[config.mk]
export PLATFORM = sky130hd
export DESIGN_NAME = i2c_mcp23017_target
export DESIGN_NICKNAME = d
export VERILOG_FILES = /design/src/rtl/i2c_mcp23017_target.sv
export SDC_FILE = /design/constraint.sdc
export NUM_CORES = 1
export LEC_CHECK = 0
export BUFFER_PORTS_ARGS = -buffer_cell sky130_fd_sc_hd__buf_2
export CAP_MARGIN = 20
export CORE_UTILIZATION = 40
export CTS_BUF_LIST = sky130_fd_sc_hd__clkbuf_2 sky130_fd_sc_hd__clkbuf_4 sky130_fd_sc_hd__clkbuf_8
export DETAILED_ROUTE_END_ITERATION = 7
export PLACE_DENSITY = 0.59
export SLEW_MARGIN = 40
export SYNTH_ARGS = -nofsm -noshare
export SYNTH_HDL_FRONTEND = slang
export SYNTH_SLANG_ARGS = --single-unit
[constraint.sdc]
create_clock -name clk -period 5 [get_ports clk]
set_input_delay 0.5 -clock clk [delete_from_list [all_inputs] [get_ports clk]]
set_output_delay 0.5 -clock clk [all_outputs]
set_load 0.005 [all_outputs]
[src/rtl/i2c_mcp23017_target.sv]
// I2C target emulating the MCP23017 register subset (IODIR, GPIO, OLAT).
// Oversamples SCL/SDA on clk, decodes START/STOP and bytes, ACKs the
// matching address, and supports pointer auto-increment for writes and reads.
`timescale 1ns/1ps

module i2c_mcp23017_target #(
    parameter logic [2:0] HW_ADDRESS = 3'b100
) (
    input  logic       clk,
    input  logic       rst_n,
    input  logic       scl_in,
    input  logic       sda_in,
    output logic       sda_oe,
    input  logic [7:0] gpio_a_in,
    input  logic [7:0] gpio_b_in,
    output logic [7:0] iodir_a,
    output logic [7:0] iodir_b,
    output logic [7:0] olat_a,
    output logic [7:0] olat_b,
    output logic       reg_wr
);

    typedef enum logic [3:0] {
        IDLE, ADDR, ADDR_ACK, REG, REG_ACK,
        WDATA, WDATA_ACK, RDATA, RDATA_ACK, IGNORE
    } state_t;

    // Bit 0 is SCL, bit 1 is SDA for the conditioning pipelines.
    logic [1:0] pad_in;
    logic [1:0] sync_s;
    logic [1:0] hist_s;

    assign pad_in = {sda_in, scl_in};

    generate
        for (genvar gi = 0; gi < 2; gi++) begin : g_sync
            logic [2:0] pipe_reg;
            // Two synchronizer flops followed by one history flop; idle bus is high.
            always_ff @(posedge clk) begin
                if (!rst_n) begin
                    pipe_reg <= 3'b111;
                end else begin
                    pipe_reg <= {pipe_reg[1:0], pad_in[gi]};
                end
            end
            assign sync_s[gi] = pipe_reg[1];
            assign hist_s[gi] = pipe_reg[2];
        end
    endgenerate

    logic scl_s, scl_h, sda_s, sda_h;
    logic scl_rise, scl_fall, start_det, stop_det;

    assign scl_s     = sync_s[0];
    assign scl_h     = hist_s[0];
    assign sda_s     = sync_s[1];
    assign sda_h     = hist_s[1];
    assign scl_rise  = scl_s & ~scl_h;
    assign scl_fall  = ~scl_s & scl_h;
    assign start_det = scl_s & scl_h & sda_h & ~sda_s;
    assign stop_det  = scl_s & scl_h & ~sda_h & sda_s;

    state_t     state_reg;
    logic [2:0] bit_cnt_reg;
    logic [7:0] shift_reg;
    logic [7:0] rd_shift_reg;
    logic [7:0] ptr_reg;
    logic       rw_reg;
    logic       ack_phase_reg;
    logic       sda_oe_reg;
    logic       reg_wr_reg;
    logic [7:0] iodir_a_reg, iodir_b_reg, olat_a_reg, olat_b_reg;

    logic [7:0] rx_byte;
    logic [7:0] ptr_inc;

    assign rx_byte = {shift_reg[6:0], sda_s};
    // The register file ends at 0x15; out-of-map pointers just count up and wrap at 0xFF.
    assign ptr_inc = (ptr_reg == 8'h15) ? 8'h00 : ptr_reg + 8'd1;

    assign sda_oe  = sda_oe_reg;
    assign reg_wr  = reg_wr_reg;
    assign iodir_a = iodir_a_reg;
    assign iodir_b = iodir_b_reg;
    assign olat_a  = olat_a_reg;
    assign olat_b  = olat_b_reg;

    // Read view of the register map; GPIO reads return live pin levels.
    function automatic logic [7:0] reg_value(input logic [7:0] addr);
        case (addr)
            8'h00:   return iodir_a_reg;
            8'h01:   return iodir_b_reg;
            8'h12:   return gpio_a_in;
            8'h13:   return gpio_b_in;
            8'h14:   return olat_a_reg;
            8'h15:   return olat_b_reg;
            default: return 8'h00;
        endcase
    endfunction

    // Protocol FSM, register file and open-drain SDA driver.
    always_ff @(posedge clk) begin
        if (!rst_n) begin
            state_reg     <= IDLE;
            bit_cnt_reg   <= 3'd0;
            shift_reg     <= 8'h00;
            rd_shift_reg  <= 8'h00;
            ptr_reg       <= 8'h00;
            rw_reg        <= 1'b0;
            ack_phase_reg <= 1'b0;
            sda_oe_reg    <= 1'b0;
            reg_wr_reg    <= 1'b0;
            iodir_a_reg   <= 8'hFF;
            iodir_b_reg   <= 8'hFF;
            olat_a_reg    <= 8'h00;
            olat_b_reg    <= 8'h00;
        end else begin
            reg_wr_reg <= 1'b0;
            if (start_det) begin
                // Also covers repeated START; any partial byte is dropped.
                state_reg     <= ADDR;
                bit_cnt_reg   <= 3'd0;
                ack_phase_reg <= 1'b0;
                sda_oe_reg    <= 1'b0;
            end else if (stop_det) begin
                state_reg     <= IDLE;
                bit_cnt_reg   <= 3'd0;
                ack_phase_reg <= 1'b0;
                sda_oe_reg    <= 1'b0;
            end else begin
                case (state_reg)
                    IDLE, IGNORE: begin
                    end
                    ADDR: begin
                        if (scl_rise) begin
                            shift_reg <= rx_byte;
                            if (bit_cnt_reg == 3'd7) begin
                                bit_cnt_reg <= 3'd0;
                                if (rx_byte[7:1] == {4'b0100, HW_ADDRESS}) begin
                                    rw_reg    <= rx_byte[0];
                                    state_reg <= ADDR_ACK;
                                end else begin
                                    state_reg <= IGNORE;
                                end
                            end else begin
                                bit_cnt_reg <= bit_cnt_reg + 3'd1;
                            end
                        end
                    end
                    ADDR_ACK: begin
                        if (scl_rise && rw_reg) begin
                            // Preload on the ACK clock so the first bit is ready at the next fall.
                            rd_shift_reg <= reg_value(ptr_reg);
                        end else if (scl_fall) begin
                            if (!ack_phase_reg) begin
                                sda_oe_reg    <= 1'b1;
                                ack_phase_reg <= 1'b1;
                            end else begin
                                ack_phase_reg <= 1'b0;
                                if (rw_reg) begin
                                    state_reg    <= RDATA;
                                    sda_oe_reg   <= ~rd_shift_reg[7];
                                    rd_shift_reg <= {rd_shift_reg[6:0], 1'b0};
                                end else begin
                                    state_reg  <= REG;
                                    sda_oe_reg <= 1'b0;
                                end
                            end
                        end
                    end
                    REG: begin
                        if (scl_rise) begin
                            shift_reg <= rx_byte;
                            if (bit_cnt_reg == 3'd7) begin
                                bit_cnt_reg <= 3'd0;
                                ptr_reg     <= rx_byte;
                                state_reg   <= REG_ACK;
                            end else begin
                                bit_cnt_reg <= bit_cnt_reg + 3'd1;
                            end
                        end
                    end
                    REG_ACK, WDATA_ACK: begin
                        if (scl_fall) begin
                            if (!ack_phase_reg) begin
                                sda_oe_reg    <= 1'b1;
                                ack_phase_reg <= 1'b1;
                            end else begin
                                sda_oe_reg    <= 1'b0;
                                ack_phase_reg <= 1'b0;
                                state_reg     <= WDATA;
                            end
                        end
                    end
                    WDATA: begin
                        if (scl_rise) begin
                            shift_reg <= rx_byte;
                            if (bit_cnt_reg == 3'd7) begin
                                bit_cnt_reg <= 3'd0;
                                state_reg   <= WDATA_ACK;
                                ptr_reg     <= ptr_inc;
                                // GPIO writes land in the output latches, as on the real part.
                                case (ptr_reg)
                                    8'h00: begin iodir_a_reg <= rx_byte; reg_wr_reg <= 1'b1; end
                                    8'h01: begin iodir_b_reg <= rx_byte; reg_wr_reg <= 1'b1; end
                                    8'h12, 8'h14: begin olat_a_reg <= rx_byte; reg_wr_reg <= 1'b1; end
                                    8'h13, 8'h15: begin olat_b_reg <= rx_byte; reg_wr_reg <= 1'b1; end
                                    default: begin end
                                endcase
                            end else begin
                                bit_cnt_reg <= bit_cnt_reg + 3'd1;
                            end
                        end
                    end
                    RDATA: begin
                        if (scl_rise) begin
                            if (bit_cnt_reg == 3'd7) begin
                                bit_cnt_reg <= 3'd0;
                                state_reg   <= RDATA_ACK;
                            end else begin
                                bit_cnt_reg <= bit_cnt_reg + 3'd1;
                            end
                        end else if (scl_fall) begin
                            sda_oe_reg   <= ~rd_shift_reg[7];
                            rd_shift_reg <= {rd_shift_reg[6:0], 1'b0};
                        end
                    end
                    RDATA_ACK: begin
                        if (scl_rise) begin
                            if (sda_s) begin
                                // Master NACK ends the read burst.
                                state_reg     <= IGNORE;
                                ack_phase_reg <= 1'b0;
                            end else begin
                                ptr_reg      <= ptr_inc;
                                rd_shift_reg <= reg_value(ptr_inc);
                            end
                        end else if (scl_fall) begin
                            if (!ack_phase_reg) begin
                                // Release the bus so the master can drive its ACK bit.
                                sda_oe_reg    <= 1'b0;
                                ack_phase_reg <= 1'b1;
                            end else begin
                                ack_phase_reg <= 1'b0;
                                state_reg     <= RDATA;
                                sda_oe_reg    <= ~rd_shift_reg[7];
                                rd_shift_reg  <= {rd_shift_reg[6:0], 1'b0};
                            end
                        end
                    end
                    default: begin
                        state_reg  <= IDLE;
                        sda_oe_reg <= 1'b0;
                    end
                endcase
            end
        end
    end

endmodule

==> flow_metrics.tcl <==
set metrics [dict create \
    die-height_microns 107.6 \
    finalWorstSetupSlack_ns 2.059 \
    power_report.internal_total_uw 1021 \
    worst-endpoint-arrival_ns 3.22 \
    die_area_sq_um 11570 \
    post-synth-top-area-cell "sky130_fd_sc_hd__dfxtp_1" \
    power_leakage_uw 0.001901 \
    min-delay-path-class "primary input to register" \
    clk_latency_ns 0.35 \
    layout_min_cycle_time_ns 2.941 \
    timing.slew.headroom_pct 47.09 \
    grt_usage_pct 23.93 \
    synth.avg_cell_area_sq_um 7.921 \
    remaining_drc_errors 0 \
    clkSinkCount 72 \
    detail_route.vias_per_cell 6.036 \
    regToRegSetupSlack_ns 2.06 \
    globalRouteMet2Util_pct 36.36 \
    met3_usage_pct 5.630 \
    r2r_end "rd_shift_reg[6]" \
    min_period_over_period_pct 58.81 \
    grt-ovfl-total 0 \
    tritoncts "yes" \
    hold_path_startpoint "sda_in" \
    power.share.switching_pct 22.67 \
    cts_root_buf "sky130_fd_sc_hd__clkbuf_8" \
    worst_r2r_path_depth 8 \
    synth-main-ff-cell "sky130_fd_sc_hd__dfxtp_1" \
    final_net_count 612 \
    grt_setup_unrepaired "false" \
    r2r_start "ptr_reg[0]" \
    synth-async-reset-ratio_pct 0 \
    antenna_nets_post_route 0 \
    synth_seq_cells 72 \
    netSwitchingPower_uw 299.2 \
    cts.clk_slew.worst_paths_ns 0.07 \
    drtPass1Iterations 8 \
    detailedPlace.worstSlack_ns 2.121 \
    setup-violations-final 0 \
    synth_top_area_cells "sky130_fd_sc_hd__dfxtp_1, sky130_fd_sc_hd__mux2i_1, sky130_fd_sc_hd__nor2_1" \
    timing_hold_violations_final 0 \
    setup_tns_final_ns 0 \
    post_route_cells_drive_above_1_share_pct 15.31 \
    max_cap_viol_count 0 \
    hold-path-cell-count 2 \
    netlist.area_leader.share_pct 32.32 \
    syn_nets 592 \
    postCtsResizedCells 0 \
    grt_use_met1_pct 33.64 \
    num-fill-cells 1099 \
    p_comb_share_pct 7.6 \
    syn_to_final_growth_pct 11.98 \
    io_pins 54 \
    initial_utilization_pct 41.14 \
    grt_pass1_vias 3854 \
    commonest_non_fill_non_tap_cell_in_the_layout "sky130_fd_sc_hd__dfxtp_1" \
    postCtsSetupRepairBufs 0 \
    status "completed" \
    critical_path.startpoint_type "register" \
    globalRoute.busiestLayer "met2" \
    critPathMaxFanout 17 \
    seq_power_share_pct 45.3 \
    cts_hold_buffers 0 \
    layout_common_cells "sky130_fd_sc_hd__dfxtp_1, sky130_fd_sc_hd__nor2_1, sky130_fd_sc_hd__buf_2, sky130_fd_sc_hd__mux2i_1, sky130_fd_sc_hd__nand2_1" \
    final_max_slew_viols 0 \
    post_drt_wl_per_cell_microns 18.52 \
    vdd_drop_max_mv 0.1975 \
    synth_cells 563 \
    synth.distinct_cells 68 \
    rows 38 \
    cts_buffers 9 \
    sort_of_element_at_the_end_of_the_critical_path "register" \
    power_density_nw_per_um2 264.3 \
    hold_path_end "g_sync[1].pipe_reg[0]" \
    antenna_found_initial 0 \
    critical_path_required_ns 5.28 \
    achievable-frequency_ghz 0.3401 \
    path_class "register to register" \
    htree_levels 3 \
    finClkSkew_ns 0.008046 \
    port_buffers 53 \
    synth-seq-area-share_pct 32.32 \
    syn_area_sq_um 4459 \
    placeable_area_sq_um 10840 \
    synth_edf_count 0 \
    starting_drc_count_in_detailed_routing 447 \
    worstMarginPinSlew_ns 0.7936 \
    pwr-share-clk_pct 47.2 \
    insertedDiodeCount 0 \
    route.vias.total 4394 \
    place_hpwl_microns 9632 \
    routed_wl_microns 13480 \
    wire_length_of_the_first_global_routing_pass_microns 21110 \
    cts-root-to-sink-buffers 2 \
    report.power.total_uw 1320 \
    finalCoreUtilization_pct 46.06 \
    place.gp.congestion 0.8973 \
    floorplan.die.width_microns 107.6 \
    yosys_warnings 0 \
    pin_count_of_the_biggest_net_entering_global_routing 34 \
]
per-layer routing:
metal	routed length (microns)	vias up
met2	5982	195
met1	6288	2086
met4	162	0
li1	-	2095
met5	0	-
met3	1048	18
worst max-delay path by stage:
stage	startpoint	end	slack, ns	cells after the start
3_5_place_dp	ptr_reg[0]	rd_shift_reg[6]	2.12	8
5_1_grt	ptr_reg[0]	rd_shift_reg[6]	1.75	8
4_1_cts	ptr_reg[0]	rd_shift_reg[6]	2.09	8
3_3_place_gp	ptr_reg[0]	rd_shift_reg[6]	2.26	8
6_report	ptr_reg[0]	rd_shift_reg[6]	2.06	8
2_1_floorplan	g_sync[0].pipe_reg[2]	olat_b[0]	2.86	9
critical path: stages, from the launching register on:
cell and delay [ns]:
sky130_fd_sc_hd__dfxtp_1 0.47, sky130_fd_sc_hd__ha_1 0.54, sky130_fd_sc_hd__nand4b_1 0.20, sky130_fd_sc_hd__nor2_2 0.57
sky130_fd_sc_hd__a31oi_1 0.11, sky130_fd_sc_hd__nor3b_2 0.53, sky130_fd_sc_hd__o2bb2ai_1 0.18, sky130_fd_sc_hd__o21ai_0 0.09
sky130_fd_sc_hd__a31oi_1 0.17
through the flow:
| step | instance area, sq um | hold WS [ns] | instances |
|---|---|---|---|
| 6_report | 4994 | 0.3319 | 728 |
| 5_1_grt | 4994 | 0.3248 | 728 |
| 4_1_cts | 4991 | 0.3206 | 728 |
| 3_5_place_dp | 4718 | 0.3969 | 712 |
| 3_3_place_gp | 4718 | 0.3975 | 712 |
| 2_1_floorplan | 4459 | 0.3863 | 563 |
kinds of logic (layout without fill, tap and decap cells):
| kind of cell | count (synthesis) | count (layout) | share of synthesized area, % |
|---|---|---|---|
| AO/OA/AOI/OAI | 159 | 159 | 24.10 |
| AND/OR/NAND/NOR | 212 | 212 | 23.82 |
| flip-flops | 72 | 72 | 32.32 |
| adder cells (fa/ha/maj) | 9 | 9 | 2.525 |
| multiplexers | 47 | 47 | 10.63 |
| XOR/XNOR | 6 | 6 | 1.178 |
| buffers and inverters | 58 | 83 | 5.415 |
synth_stat cells (5+ instances only):
library cell / n
sky130_fd_sc_hd__ha_1: 9
sky130_fd_sc_hd__a22o_1: 6
sky130_fd_sc_hd__clkbuf_1: 31
sky130_fd_sc_hd__a211oi_1: 11
sky130_fd_sc_hd__and2_1: 7
sky130_fd_sc_hd__a22oi_1: 30
sky130_fd_sc_hd__nand2b_1: 11
sky130_fd_sc_hd__nor2_1: 69
sky130_fd_sc_hd__nor3_1: 19
sky130_fd_sc_hd__a31oi_1: 13
sky130_fd_sc_hd__buf_2: 13
sky130_fd_sc_hd__nand2_1: 43
sky130_fd_sc_hd__dfxtp_1: 72
sky130_fd_sc_hd__inv_1: 12
sky130_fd_sc_hd__a221oi_1: 6
sky130_fd_sc_hd__nor3b_1: 5
sky130_fd_sc_hd__mux2i_1: 44
sky130_fd_sc_hd__and3_1: 5
sky130_fd_sc_hd__a21oi_1: 20
sky130_fd_sc_hd__o21ai_0: 39
sky130_fd_sc_hd__nand3_1: 17
sky130_fd_sc_hd__o22ai_1: 5
power by group through the flow:
stage / Clock [uW] / Combinational [uW] / Sequential (uW)
2_1_floorplan: 0 / 86.9 / 595
6_report: 623 / 99.8 / 597
4_1_cts: 639 / 99.0 / 596
3_5_place_dp: 0 / 97.9 / 610
5_1_grt: 661 / 110 / 599
3_3_place_gp: 0 / 99.0 / 610
final cells by class:
cell class / instances / area, sq um / share of cell area [%]
Timing Repair Buffer: 55 / 280.3 / 5.613
Sequential cell: 72 / 1441 / 28.86
Tap cell: 140 / 175.2 / 3.508
Clock buffer: 11 / 145.1 / 2.907
Inverter: 12 / 45.04 / 0.9020
Clock inverter: 5 / 127.6 / 2.556
Multi-Input combinational cell: 433 / 2779 / 55.65
Note: power is estimated with default switching activity, not from simulation.
